<file path="config.mk">
export PLATFORM = sky130hd
export DESIGN_NAME = memory_arbiter_flat
export DESIGN_NICKNAME = d
export VERILOG_FILES = /design/src/rtl/memory_arbiter_if.sv /design/src/rtl/memory_arbiter.sv /design/src/flat_wrapper.sv
export SDC_FILE = /design/constraint.sdc
export NUM_CORES = 1
export LEC_CHECK = 0
export BUFFER_PORTS_ARGS = -buffer_cell sky130_fd_sc_hd__buf_4
export CAP_MARGIN = 40
export CORE_ASPECT_RATIO = 0.8
export CORE_MARGIN = 3
export CORE_UTILIZATION = 40
export DETAILED_ROUTE_END_ITERATION = 12
export GPL_ROUTABILITY_DRIVEN = 0
export PLACE_DENSITY = 0.89
export SYNTH_ARGS = -nofsm -noshare
export SYNTH_HDL_FRONTEND = slang
export SYNTH_SLANG_ARGS = --single-unit
export TNS_END_PERCENT = 20
</file>
<file path="constraint.sdc">
create_clock -name clk -period 2.7 [get_ports clk]
set_input_delay 0.135 -clock clk [delete_from_list [all_inputs] [get_ports clk]]
set_output_delay 0.135 -clock clk [all_outputs]
set_load 0.02 [all_outputs]
</file>
<file path="src/rtl/memory_arbiter_if.sv">
// Bundle of fetch port, data port and memory port signals for the memory arbiter.
// slave is the arbiter's view; master is the view of the core and memory around it.
interface memory_arbiter_if;
  logic        if_req;
  logic [31:0] if_addr;
  logic        if_gnt;
  logic        if_rvalid;
  logic [31:0] if_rdata;
  logic        if_abort;

  logic        d_req;
  logic [31:0] d_addr;
  logic        d_write;
  logic [31:0] d_wdata;
  logic        d_size;
  logic        d_gnt;
  logic        d_rvalid;
  logic [31:0] d_rdata;
  logic        d_abort;

  logic [31:0] mem_addr;
  logic [31:0] mem_wdata;
  logic        mem_write;
  logic        mem_size;
  logic [1:0]  mem_prot;
  logic [1:0]  mem_trans;
  logic [31:0] mem_rdata;
  logic        mem_abort;

  modport slave (
    input  if_req, if_addr, d_req, d_addr, d_write, d_wdata, d_size, mem_rdata, mem_abort,
    output if_gnt, if_rvalid, if_rdata, if_abort, d_gnt, d_rvalid, d_rdata, d_abort,
    output mem_addr, mem_wdata, mem_write, mem_size, mem_prot, mem_trans
  );

  modport master (
    output if_req, if_addr, d_req, d_addr, d_write, d_wdata, d_size, mem_rdata, mem_abort,
    input  if_gnt, if_rvalid, if_rdata, if_abort, d_gnt, d_rvalid, d_rdata, d_abort,
    input  mem_addr, mem_wdata, mem_write, mem_size, mem_prot, mem_trans
  );
endinterface

</file>
<file path="src/rtl/memory_arbiter.sv">
// Two-master (fetch/data) arbiter onto one memory port: grant in N, address phase N+1, response N+2.
// Grants are combinational with data priority; fetch is forced through after FETCH_STARVE_LIMIT data wins.
module memory_arbiter #(
  parameter logic [3:0] FETCH_STARVE_LIMIT = 4'd4,
  parameter logic [1:0] FETCH_PROT         = 2'b10,
  parameter logic [1:0] DATA_PROT          = 2'b11
) (
  input logic              clk,
  input logic              reset,
  memory_arbiter_if.slave  bus
);
  localparam logic [1:0] TRANS_IDLE   = 2'b00;
  localparam logic [1:0] TRANS_NONSEQ = 2'b10;
  localparam logic [1:0] TRANS_SEQ    = 2'b11;

  logic [3:0]  starve_cnt;
  logic        ap_data;
  logic        rsp_vld;
  logic        rsp_data;

  logic        if_win;
  logic        gnt_any;
  logic        new_data;
  logic        new_write;
  logic [31:0] new_addr;
  logic        seq;

  always_comb begin
    if_win    = bus.if_req && (!bus.d_req || (starve_cnt == FETCH_STARVE_LIMIT));
    new_data  = !reset && bus.d_req && !if_win;
    gnt_any   = !reset && (bus.if_req || bus.d_req);
    new_addr  = new_data ? bus.d_addr : bus.if_addr;
    new_write = new_data && bus.d_write;
    // The registered address phase doubles as the previous-transfer record.
    seq       = (bus.mem_trans != TRANS_IDLE) && (ap_data == new_data) &&
                (bus.mem_write == new_write) && (new_addr == bus.mem_addr + 32'd1);
  end

  assign bus.if_gnt    = !reset && if_win;
  assign bus.d_gnt     = new_data;
  assign bus.if_rvalid = !reset && rsp_vld && !rsp_data;
  assign bus.d_rvalid  = !reset && rsp_vld && rsp_data;
  assign bus.if_rdata  = bus.mem_rdata;
  assign bus.d_rdata   = bus.mem_rdata;
  assign bus.if_abort  = bus.if_rvalid && bus.mem_abort;
  assign bus.d_abort   = bus.d_rvalid && bus.mem_abort;

  always_ff @(posedge clk) begin
    if (reset) begin
      starve_cnt    <= 4'd0;
      ap_data       <= 1'b0;
      rsp_vld       <= 1'b0;
      rsp_data      <= 1'b0;
      bus.mem_addr  <= 32'd0;
      bus.mem_wdata <= 32'd0;
      bus.mem_write <= 1'b0;
      bus.mem_size  <= 1'b0;
      bus.mem_prot  <= 2'b00;
      bus.mem_trans <= TRANS_IDLE;
    end else begin
      rsp_vld  <= (bus.mem_trans != TRANS_IDLE);
      rsp_data <= ap_data;

      if (!bus.if_req || bus.if_gnt) begin
        starve_cnt <= 4'd0;
      end else if (bus.d_gnt && (starve_cnt != FETCH_STARVE_LIMIT)) begin
        starve_cnt <= starve_cnt + 4'd1;
      end

      if (gnt_any) begin
        bus.mem_trans <= seq ? TRANS_SEQ : TRANS_NONSEQ;
        bus.mem_addr  <= new_addr;
        bus.mem_write <= new_write;
        ap_data       <= new_data;
        if (new_data) begin
          bus.mem_wdata <= bus.d_wdata;
          bus.mem_size  <= bus.d_size;
          bus.mem_prot  <= DATA_PROT;
        end else begin
          bus.mem_size  <= 1'b1;
          bus.mem_prot  <= FETCH_PROT;
        end
      end else begin
        // Idle: address, data, size and prot keep their last values.
        bus.mem_trans <= TRANS_IDLE;
        bus.mem_write <= 1'b0;
      end
    end
  end
endmodule

</file>
<file path="src/flat_wrapper.sv">
// flat-port wrapper written by rule: the top's interface ports become plain ports
module memory_arbiter_flat 
#(
  parameter logic [3:0] FETCH_STARVE_LIMIT = 4'd4,
  parameter logic [1:0] FETCH_PROT         = 2'b10,
  parameter logic [1:0] DATA_PROT          = 2'b11
)
  (clk, reset, bus_if_req, bus_if_addr, bus_d_req, bus_d_addr, bus_d_write, bus_d_wdata, bus_d_size, bus_mem_rdata, bus_mem_abort, bus_if_gnt, bus_if_rvalid, bus_if_rdata, bus_if_abort, bus_d_gnt, bus_d_rvalid, bus_d_rdata, bus_d_abort, bus_mem_addr, bus_mem_wdata, bus_mem_write, bus_mem_size, bus_mem_prot, bus_mem_trans);
  memory_arbiter_if bus_i ();
  input logic clk;
  input logic reset;
  input wire logic [$bits(bus_i.if_req)-1:0] bus_if_req;
  input wire logic [$bits(bus_i.if_addr)-1:0] bus_if_addr;
  input wire logic [$bits(bus_i.d_req)-1:0] bus_d_req;
  input wire logic [$bits(bus_i.d_addr)-1:0] bus_d_addr;
  input wire logic [$bits(bus_i.d_write)-1:0] bus_d_write;
  input wire logic [$bits(bus_i.d_wdata)-1:0] bus_d_wdata;
  input wire logic [$bits(bus_i.d_size)-1:0] bus_d_size;
  input wire logic [$bits(bus_i.mem_rdata)-1:0] bus_mem_rdata;
  input wire logic [$bits(bus_i.mem_abort)-1:0] bus_mem_abort;
  output wire logic [$bits(bus_i.if_gnt)-1:0] bus_if_gnt;
  output wire logic [$bits(bus_i.if_rvalid)-1:0] bus_if_rvalid;
  output wire logic [$bits(bus_i.if_rdata)-1:0] bus_if_rdata;
  output wire logic [$bits(bus_i.if_abort)-1:0] bus_if_abort;
  output wire logic [$bits(bus_i.d_gnt)-1:0] bus_d_gnt;
  output wire logic [$bits(bus_i.d_rvalid)-1:0] bus_d_rvalid;
  output wire logic [$bits(bus_i.d_rdata)-1:0] bus_d_rdata;
  output wire logic [$bits(bus_i.d_abort)-1:0] bus_d_abort;
  output wire logic [$bits(bus_i.mem_addr)-1:0] bus_mem_addr;
  output wire logic [$bits(bus_i.mem_wdata)-1:0] bus_mem_wdata;
  output wire logic [$bits(bus_i.mem_write)-1:0] bus_mem_write;
  output wire logic [$bits(bus_i.mem_size)-1:0] bus_mem_size;
  output wire logic [$bits(bus_i.mem_prot)-1:0] bus_mem_prot;
  output wire logic [$bits(bus_i.mem_trans)-1:0] bus_mem_trans;
  assign bus_i.if_req = bus_if_req;
  assign bus_i.if_addr = bus_if_addr;
  assign bus_i.d_req = bus_d_req;
  assign bus_i.d_addr = bus_d_addr;
  assign bus_i.d_write = bus_d_write;
  assign bus_i.d_wdata = bus_d_wdata;
  assign bus_i.d_size = bus_d_size;
  assign bus_i.mem_rdata = bus_mem_rdata;
  assign bus_i.mem_abort = bus_mem_abort;
  assign bus_if_gnt = bus_i.if_gnt;
  assign bus_if_rvalid = bus_i.if_rvalid;
  assign bus_if_rdata = bus_i.if_rdata;
  assign bus_if_abort = bus_i.if_abort;
  assign bus_d_gnt = bus_i.d_gnt;
  assign bus_d_rvalid = bus_i.d_rvalid;
  assign bus_d_rdata = bus_i.d_rdata;
  assign bus_d_abort = bus_i.d_abort;
  assign bus_mem_addr = bus_i.mem_addr;
  assign bus_mem_wdata = bus_i.mem_wdata;
  assign bus_mem_write = bus_i.mem_write;
  assign bus_mem_size = bus_i.mem_size;
  assign bus_mem_prot = bus_i.mem_prot;
  assign bus_mem_trans = bus_i.mem_trans;
  memory_arbiter #(.FETCH_STARVE_LIMIT(FETCH_STARVE_LIMIT), .FETCH_PROT(FETCH_PROT), .DATA_PROT(DATA_PROT)) u_core (.clk(clk), .reset(reset), .bus(bus_i));
endmodule
</file>
==> results_dict.tcl, run 1 <==
set metrics [dict create \
    async_flop_share 0 \
    numPortBuffers 178 \
    grt_max_degree 73 \
    crit_path_end_kind "register" \
    syn_area_per_cell_um2 8.41 \
    htreeDepth 3 \
    hold_ws_ns 0.0104 \
    num-nets-final 857 \
    r2r_cells 12 \
    layout_commonest_cell "buf_4" \
    drtPass1Iterations 5 \
    remaining_drc_errors 0 \
    path_buf_inv 3 \
    cts_buffer_depth 2 \
    dp_slack_ns -0.0686 \
    hpwlAfterDp_mm 10.1 \
    fp-row-count 34 \
    via_count 4472 \
    diodes 0 \
    initial_core_util 0.418 \
    r2r_setup_slack_ns -0.005 \
    min_from "bus_d_wdata[22]" \
    worst-endpoint-required_ns 2.96 \
    holdPathEnd "u_core.bus.mem_wdata[22]$_SDFFE_PP0P_" \
    powerDensity_nw_per_um2 485 \
    cts_root_buffer "clkbuf_16" \
    synthFlopType "dfxtp_1" \
    ir_worst_vdd_v 0.000281 \
    fin_crit_sh 1.00 \
    insertion_delay_ns 0.33 \
    syn-num-nets 690 \
    cts_sinks 76 \
    track_usage 0.203 \
    die-area_um2 12900 \
    outcome "finished with violations" \
    drtIter0Drc 283 \
    cts_buffers 9 \
    violations "setup timing" \
    skew_ns 0.00819 \
    tns_ns -0.00533 \
    rsz0062_at_grt "yes" \
    place_inst 827 \
    drtAntennaViolNets 0 \
    fin_cells 867 \
    holdPathStages 3 \
    setup_slack_ns -0.00533 \
    crit_path_max_fanout 9 \
    p_total_mw 3.19 \
    path_class "reg2reg" \
    cap_violations 0 \
    final_cell_mix "buf_4 (220), nand2_1 (77), dfxtp_1 (74), nor2_1 (53), nand3b_1 (34)" \
    finalCriticalPeriod_ns 2.71 \
    slowest_stage "or4_1" \
    r2r_start "u_core.starve_cnt[0]$_SDFFE_PP0P_" \
    path_delay_family "simple AND/OR/NAND/NOR gates" \
    clk_pin_slew_ns 0.06 \
    slew_headroom 0.540 \
    worstSetupStartpointType "register" \
    grt_pass1_wl_mm 21.3 \
    yosysSeqAreaShare 0.328 \
    pin_count 275 \
    core_area_um2 11100 \
    worst-slew-pin-transition_ns 0.690 \
    fillerInstances 947 \
    syn2layout_area_growth_pct 41.6 \
    ys_warn_count 0 \
    hp-class "in2reg" \
    post_drt_via_cell_ratio 5.16 \
    grt_pass1_vias 4184 \
    yosysUniqueCellTypes 50 \
    arrival_ns 2.97 \
    fmax_ghz 0.370 \
    synthCells 552 \
    hold_violations 0 \
    antenna_found_initial 0 \
    cts_tree "yes" \
    mappedNetlistArea_um2 4640 \
    drive_gt1_frac 0.365 \
    chipHeight_um 102 \
    synth-seq-cells 76 \
    worstReg2RegEnd "u_core.bus.mem_trans[0]$_SDFF_PP0_" \
    final_max_slew_viol_count 0 \
    die_w_um 126 \
    wl_per_cell_um 16.2 \
    worstPathCellList "inv_1 > ha_2 > nand4b_4 > nand2_4 > clkinv_8 > buf_8 > mux2i_4 > xnor2_2 > xnor2_1 > or4_1 > nor4_2 > o2111a_1" \
    grt-ovfl-total 0 \
    setup_viol 1 \
    critPathMaxStageDelay_ns 0.53 \
    synth_edf_count 0 \
    p_leak_nw 3.00 \
    routed_wl_mm 14.1 \
]
==> logic make-up (layout without fill, tap and decap cells) <==
logic type | Yosys count | after routing | share of synthesized area
AO/OA/AOI/OAI | 56 | 56 | 0.0870
buffers and inverters | 102 | 273 | 0.137
AND/OR/NAND/NOR | 237 | 237 | 0.261
XOR/XNOR | 46 | 46 | 0.107
multiplexers | 31 | 31 | 0.0698
adder cells (fa/ha/maj) | 4 | 4 | 0.0102
flip-flops | 76 | 76 | 0.328
==> worst register-to-register path: stages (launching register included) <==
cell and delay, ns:
dfxtp_1 0.31, inv_1 0.06, ha_2 0.21, nand4b_4 0.12
nand2_4 0.12, clkinv_8 0.10, buf_8 0.16, mux2i_4 0.19
xnor2_2 0.14, xnor2_1 0.13, or4_1 0.53, nor4_2 0.32
o2111a_1 0.24
==> worst max-delay path by stage <==
stage / start / endpoint / slack (ns) / cells after the start
floorplan: u_core.starve_cnt[0]$_SDFFE_PP0P_ / u_core.bus.mem_trans[0]$_SDFF_PP0_ / 0.03 / 12
global placement: u_core.starve_cnt[0]$_SDFFE_PP0P_ / u_core.bus.mem_trans[0]$_SDFF_PP0_ / 0.01 / 12
detailed placement: u_core.starve_cnt[0]$_SDFFE_PP0P_ / u_core.bus.mem_trans[0]$_SDFF_PP0_ / -0.07 / 11
CTS: u_core.starve_cnt[0]$_SDFFE_PP0P_ / u_core.bus.mem_trans[0]$_SDFF_PP0_ / 0.001 / 11
global route: u_core.starve_cnt[0]$_SDFFE_PP0P_ / u_core.bus.mem_trans[0]$_SDFF_PP0_ / -0.11 / 12
finish: u_core.starve_cnt[0]$_SDFFE_PP0P_ / u_core.bus.mem_trans[0]$_SDFF_PP0_ / -0.005 / 12
==> metrics by stage <==
step | area [µm²] | util
after floorplan | 4650 | -
after global placement | 5920 | 0.533
after detailed placement | 5920 | 0.533
after CTS | 6450 | 0.581
after global routing | 6580 | 0.592
final | 6580 | 0.592
==> state kept, by name, summed over array words and instances, names as in the netlist <==
signal / cells
u_core.bus.mem_addr: 32
u_core.bus.mem_prot: 2
u_core.bus.mem_size: 1
u_core.bus.mem_trans: 2
u_core.bus.mem_wdata: 32
u_core.bus.mem_write: 1
u_core.rsp_data: 1
u_core.rsp_vld: 1
u_core.starve_cnt: 4
==> Yosys cell counts (3+ instances only) <==
library cell / number / area share
nand3_1: 9 / 0.0097
and4_1: 3 / 0.0057
and3_1: 5 / 0.0067
nor3_1: 7 / 0.0075
buf_4: 65 / 0.11
mux2i_1: 29 / 0.063
o21ai_0: 5 / 0.0054
inv_1: 9 / 0.0073
a31oi_1: 4 / 0.0054
nor2b_1: 5 / 0.0067
and2_1: 5 / 0.0067
nor2_1: 56 / 0.045
nand3b_1: 34 / 0.055
clkbuf_1: 21 / 0.017
nor4_1: 5 / 0.0067
xnor3_1: 7 / 0.034
xor2_1: 15 / 0.028
dfxtp_1: 76 / 0.33
buf_2: 4 / 0.0043
a21oi_1: 4 / 0.0043
nand4_1: 14 / 0.019
o211ai_1: 4 / 0.0065
ha_1: 3 / 0.0081
xnor2_1: 24 / 0.045
a211oi_1: 31 / 0.050
nand2b_1: 3 / 0.0040
nand2_1: 77 / 0.062
==> final cells by class <==
cell class	count	area [µm²]	area share
clock buffer	11	233	0.0354
clock inverter	4	27.5	0.00419
inverter	10	50.0	0.00761
multi-input combinational	374	2620	0.399
sequential	76	1520	0.232
tap	144	180	0.0274
timing repair buffer	248	1940	0.295
==> power by group <==
group | switching (mW) | internal, mW | leakage (nW)
combinational | 0.411 | 0.433 | 2.25
sequential | 0.0666 | 1.20 | 0.630
clock | 0.458 | 0.618 | 0.129
==> metal layers <==
layer,track usage,wire length [µm],vias up
met5,0,0,-
met4,0.0404,74,0
met3,0.0731,1380,9
met2,0.329,6690,224
met1,0.265,5930,2064
li1,-,-,2175
==> what timing repair did <==
action,4_1_cts,5_1_grt
endpoints found under the hold margin,25,0
endpoints found under the setup margin,1,1
resized for setup,6,26
buffers inserted,0,0
pin swaps,0,3
hold buffers,25,0
No activity file was read; power rests on OpenSTA's default activity.
==> run 2: changes to the inputs <==
--- a/constraint.sdc
+++ b/constraint.sdc
@@ -3,2 +3,2 @@
 set_output_delay 0.135 -clock clk [all_outputs]
-set_load 0.02 [all_outputs]
+set_load 0.01 [all_outputs]
==> run 2 against run 1 <==
Compared with the run above:
- the run now ends clean
- sequential share of layout area is 1.2 points lower
- flip-flop and latch count stayed put
- global-route usage is 1.0 points higher
- clock skew is 0.00067 ns lower
- core utilization is 3.3 points higher
- cell area is 5.6% higher
- critical endpoint unchanged
- largest power group unchanged
==> results_dict.tcl, run 2 (synthesis results as in run 1) <==
set metrics [dict create \
    die-area_um2 12900 \
    fin_crit_sh 0.997 \
    powerDensity_nw_per_um2 487 \
    cts_buffers 9 \
    cap_violations 0 \
    cts_buffer_depth 2 \
    arrival_ns 2.97 \
    crit_path_end_kind "register" \
    hp-class "in2reg" \
    cts_sinks 76 \
    fillerInstances 918 \
    p_leak_nw 3.15 \
    cts_root_buffer "clkbuf_16" \
    drive_gt1_frac 0.382 \
    place_area_um2 5910 \
    ir_worst_vdd_v 0.000308 \
    initial_core_util 0.418 \
    grt-ovfl-total 0 \
    chipHeight_um 102 \
    dp_slack_ns -0.131 \
    fin_cells 887 \
    antenna_found_initial 0 \
    drtPass1Iterations 5 \
    fmax_ghz 0.371 \
    drtIter0Drc 330 \
    grt_max_degree 69 \
    path_class "reg2reg" \
    remaining_drc_errors 0 \
    final_max_slew_viol_count 0 \
    comb_power_share 0.248 \
    rsz0062_at_grt "yes" \
    worst-endpoint-required_ns 2.98 \
    regArea_um2 1520 \
    cts_tree "yes" \
    skew_ns 0.00752 \
    routed_wl_mm 14.7 \
    setup_viol 0 \
    p_total_mw 3.38 \
    hold_violations 0 \
    slew_headroom 0.565 \
    htreeDepth 3 \
    final_area_um2 6950 \
    finalCriticalPeriod_ns 2.69 \
    syn2layout_area_growth_pct 49.5 \
    seq_power_share 0.376 \
    fp-row-count 34 \
    pin_count 275 \
    die_w_um 126 \
    worst-slew-pin-transition_ns 0.653 \
    track_usage 0.213 \
    final_cell_mix "buf_4 (227), nand2_1 (77), dfxtp_1 (75), nor2_1 (54), nand3b_1 (34)" \
    outcome "complete, no violations" \
    worstSetupStartpointType "register" \
    crit_path_max_fanout 5 \
    setup_slack_ns 0.00795 \
    diodes 0 \
    place_inst 823 \
    core_area_um2 11100 \
    grt_pass1_wl_mm 22.3 \
    layout_commonest_cell "buf_4" \
    p_sw_frac 0.266 \
    via_count 4561 \
    clk_pin_slew_ns 0.06 \
    power.switching_mw 0.899 \
    drtAntennaViolNets 0 \
    p_clk_frac 0.376 \
    grt_pass1_vias 4385 \
    reg_top3 "u_core.bus.mem_addr: 32 flops, u_core.bus.mem_wdata: 32 flops, u_core.starve_cnt: 4 flops" \
    insertion_delay_ns 0.33 \
    post_drt_via_cell_ratio 5.14 \
    multiInputGateArea_um2 2690 \
    hpwlAfterDp_mm 10.4 \
    numPortBuffers 178 \
    num-nets-final 876 \
    p_int_mw 2.48 \
    wl_per_cell_um 16.6 \
]
[run 2: worst paths after layout]
check	depth (start not counted)	end	startpoint	slack, ns
worst max-delay path	13	u_core.bus.mem_trans[0]$_SDFF_PP0_	u_core.starve_cnt[1]$_SDFFE_PP0P_	0.008
worst min-delay path	3	u_core.bus.mem_wdata[30]$_SDFFE_PP0P_	bus_d_wdata[30]	0.01
worst min register to register	2	u_core.bus.mem_wdata[18]$_SDFFE_PP0P_	u_core.bus.mem_wdata[18]$_SDFFE_PP0P_	0.47
worst max register to register	13	u_core.bus.mem_trans[0]$_SDFF_PP0_	u_core.starve_cnt[1]$_SDFFE_PP0P_	0.008
[run 2: layer usage]
layer | GRT usage | share of wire | up-vias
met5 | 0 | 0 | -
met4 | 0.0478 | 0.010 | 0
met3 | 0.0711 | 0.096 | 23
met2 | 0.337 | 0.46 | 243
met1 | 0.286 | 0.43 | 2083
li1 | - | - | 2212
[run 2: timing repair]
| item | 4_1_cts | 5_1_grt |
|---|---|---|
| buffers inserted | 1 | 15 |
| pin swaps | 3 | 12 |
| hold endpoints to repair | 31 | 0 |
| cloned | 0 | 1 |
| resized for setup | 22 | 21 |
| hold buffers | 31 | 0 |
| setup endpoints to repair | 1 | 1 |
[run 2: per-stage QoR]
stage | hold slack, ns | util | setup TNS, ns
2_1_floorplan | 0.234 | - | 0
3_3_place_gp | 0.270 | 0.532 | -0.0334
3_5_place_dp | 0.270 | 0.532 | -0.131
4_1_cts | 0.00543 | 0.601 | 0
5_1_grt | 0.0272 | 0.626 | -0.0980
6_report | 0.0126 | 0.626 | 0
[run 2: cell type report]
cell class              count  area share
multi-input cells         374       0.388
repair buffers            267       0.313
flip-flops and latches     76       0.219
clock buffers              13      0.0404
well taps                 144      0.0259
inverters                  10     0.00721
clock inverters             3     0.00613
[run 2: critical path, stage by stage, from the launching register on]
cell and delay [ns]:
dfxtp_2 0.32, inv_2 0.06, ha_4 0.15, nand4b_4 0.12, nand2_4 0.13, clkinv_8 0.07, buf_12 0.14, buf_6 0.12
mux2i_4 0.20, xor2_2 0.18, xnor2_1 0.14, or4_1 0.54, nor4_2 0.28, o2111a_1 0.20
[run 2: power by group through the flow]
stage	registers [mW]	logic [mW]	clock network [mW]
after floorplan	1.33	0.417	0
after global placement	1.29	0.718	0
after detailed placement	1.29	0.729	0
after CTS	1.27	0.796	1.30
after global routing	1.28	0.905	1.34
final	1.27	0.840	1.27
==> run 3: changes to the inputs <==
- RECOVER_POWER: default -> 100
==> run 3 against run 2 <==
Compared with the run above:
- global-route usage is the same
- power shrank 1.6%
- sequential power is essentially flat
- die area is the same
- the run now ends with setup timing left
- via count grew 0.99%
- non-clock buffer count is the same
- core utilization shrank 2.6 points
- largest power group is now clock
- routed wire length grew 0.18%
- sequential share of layout area grew 0.93 points
- clock power is essentially flat
- cell area shrank 4.1%
- first-iteration DRC count grew 5.5%
==> results_dict.tcl, run 3 (synthesis results as in run 1) <==
set metrics [dict create \
    die_w_um 126 \
    drtAntennaViolNets 0 \
    diodes 0 \
    r2r_setup_slack_ns -0.003 \
    critPathMaxStageDelay_ns 0.53 \
    setup_viol 1 \
    hold_violations 0 \
    initial_core_util 0.418 \
    cts_root_buffer "clkbuf_16" \
    cts_buffers 9 \
    clk_pin_slew_ns 0.06 \
    fillerInstances 987 \
    hp-class "in2reg" \
    grt_pass1_wl_mm 22.3 \
    grt-ovfl-total 0 \
    seq_power_share 0.381 \
    hpwlAfterDp_mm 10.4 \
    powerDensity_nw_per_um2 500 \
    worstSetupStartpointType "register" \
    track_usage 0.213 \
    skew_ns 0.00952 \
    grt_pass1_vias 4385 \
    slew_headroom 0.109 \
    outcome "finished with violations" \
    p_leak_nw 2.85 \
    multiInputGateArea_um2 2690 \
    path_delay_family "simple AND/OR/NAND/NOR gates" \
    cts_tree "yes" \
    p_clk_frac 0.385 \
    power.switching_mw 0.905 \
    worst-slew-pin-transition_ns 1.34 \
    worst-endpoint-required_ns 2.98 \
    chipHeight_um 102 \
    cts_sinks 76 \
    path_buf_inv 4 \
    slowest_stage "or4_1" \
    regArea_um2 1520 \
    reg_top3 "u_core.bus.mem_addr: 32 flops, u_core.bus.mem_wdata: 32 flops, u_core.starve_cnt: 4 flops" \
    rsz0062_at_grt "yes" \
    final_max_slew_viol_count 0 \
    crit_path_max_fanout 5 \
    numPortBuffers 178 \
    final_cell_mix "buf_4 (151), nand2_1 (77), dfxtp_1 (75), clkbuf_1 (73), nor2_1 (55)" \
    fp-row-count 34 \
    insertion_delay_ns 0.33 \
    worstReg2RegEnd "u_core.bus.mem_trans[0]$_SDFF_PP0_" \
    cap_violations 0 \
    setup_slack_ns -0.00274 \
    worstPathCellList "inv_2 > ha_4 > nand4b_4 > nand2_4 > clkinv_8 > buf_12 > buf_6 > mux2i_4 > xor2_2 > xnor2_1 > or4_1 > nor4_2 > o2111a_1" \
    min_from "bus_d_wdata[30]" \
    syn2layout_area_growth_pct 43.4 \
    drive_gt1_frac 0.283 \
    violations "setup timing" \
    finalCriticalPeriod_ns 2.70 \
    drtPass1Iterations 5 \
    routed_wl_mm 14.8 \
    remaining_drc_errors 0 \
    layout_commonest_cell "buf_4" \
    cts_buffer_depth 2 \
    p_sw_frac 0.272 \
    holdPathEnd "u_core.bus.mem_wdata[30]$_SDFFE_PP0P_" \
    ir_worst_vdd_v 0.000305 \
    via_count 4606 \
    post_drt_via_cell_ratio 5.19 \
    wl_per_cell_um 16.6 \
    die-area_um2 12900 \
    antenna_found_initial 0 \
    fin_crit_sh 1.00 \
    core_area_um2 11100 \
    path_class "reg2reg" \
    pin_count 275 \
    comb_power_share 0.234 \
    r2r_cells 13 \
    holdPathStages 3 \
    crit_path_end_kind "register" \
    grt_max_degree 69 \
    p_int_mw 2.42 \
    tns_ns -0.00274 \
    drtIter0Drc 348 \
    htreeDepth 3 \
    dp_slack_ns -0.131 \
    r2r_start "u_core.starve_cnt[1]$_SDFFE_PP0P_" \
    arrival_ns 2.98 \
    num-nets-final 876 \
    fmax_ghz 0.370 \
]
## run 3: changes by cell type in the layout (fill, tap and decap cells not counted)
cell      delta
clkbuf_2     +1
and2_1       -2
nor2_4       -1
clkbuf_1    +73
nor2_1       +1
clkbuf_4     +2
buf_4       -76
and2_0       +2
## run 3: power by group through the flow
stage / Combinational (mW) / Clock [mW] / Sequential (mW)
CTS: 0.796 / 1.30 / 1.27
finish: 0.780 / 1.28 / 1.27
floorplan: 0.417 / 0 / 1.33
detailed placement: 0.729 / 0 / 1.29
global placement: 0.718 / 0 / 1.29
global route: 0.844 / 1.34 / 1.28
## run 3: area by class of cell
class	instances	share of cell area
Inverter	10	0.00751
Multi-Input combinational cell	374	0.403
Clock buffer	13	0.0421
Clock inverter	3	0.00639
Sequential cell	76	0.229
Tap cell	144	0.0270
Timing Repair Buffer	267	0.285
## run 3: layer usage
metal | wire length [µm] | GRT usage | part of all wire | vias up
li1 | - | - | - | 2212
met1 | 6360 | 0.286 | 0.43 | 2111
met2 | 6810 | 0.337 | 0.46 | 254
met3 | 1410 | 0.0711 | 0.096 | 29
met4 | 168 | 0.0478 | 0.011 | 0
met5 | 0 | 0 | 0 | -
## run 3: worst max path at each step
stage	startpoint	to	slack [ns]	cells past startpoint
4_1_cts	u_core.starve_cnt[0]$_SDFFE_PP0P_	u_core.bus.mem_trans[0]$_SDFF_PP0_	0.002	11
6_report	u_core.starve_cnt[1]$_SDFFE_PP0P_	u_core.bus.mem_trans[0]$_SDFF_PP0_	-0.003	13
5_1_grt	u_core.starve_cnt[1]$_SDFFE_PP0P_	u_core.bus.mem_trans[0]$_SDFF_PP0_	-0.1	13
2_1_floorplan	u_core.starve_cnt[0]$_SDFFE_PP0P_	u_core.bus.mem_trans[0]$_SDFF_PP0_	0.03	12
3_5_place_dp	u_core.starve_cnt[0]$_SDFFE_PP0P_	u_core.bus.mem_trans[0]$_SDFF_PP0_	-0.13	12
3_3_place_gp	u_core.starve_cnt[0]$_SDFFE_PP0P_	u_core.bus.mem_trans[0]$_SDFF_PP0_	-0.03	12
## run 3: tightest hold or removal path, cell delays in order
cell	delay [ns]
buf_4	0.08
nand2_1	0.04
nand2_1	0.05
## run 3: repair_timing
item / 4_1_cts / 5_1_grt
setup endpoints to repair: 1 / 1
hold buffers: 31 / 0
gates resized for setup: 22 / 21
endpoints found under the hold margin: 31 / 0
pin swaps: 3 / 12
setup buffers: 1 / 15
gates cloned: 0 / 1
## run 3: through the flow
stage | total power [mW] | instance area [µm²] | util | cells | hold slack, ns
after global placement | 2.00 | 5910 | 0.532 | 823 | 0.270
after global routing | 3.46 | 6660 | 0.600 | 887 | 0.0272
after floorplan | 1.74 | 4650 | - | 552 | 0.234
after CTS | 3.36 | 6670 | 0.601 | 871 | 0.00543
final | 3.33 | 6660 | 0.600 | 887 | 0.0117
after detailed placement | 2.02 | 5910 | 0.532 | 823 | 0.270
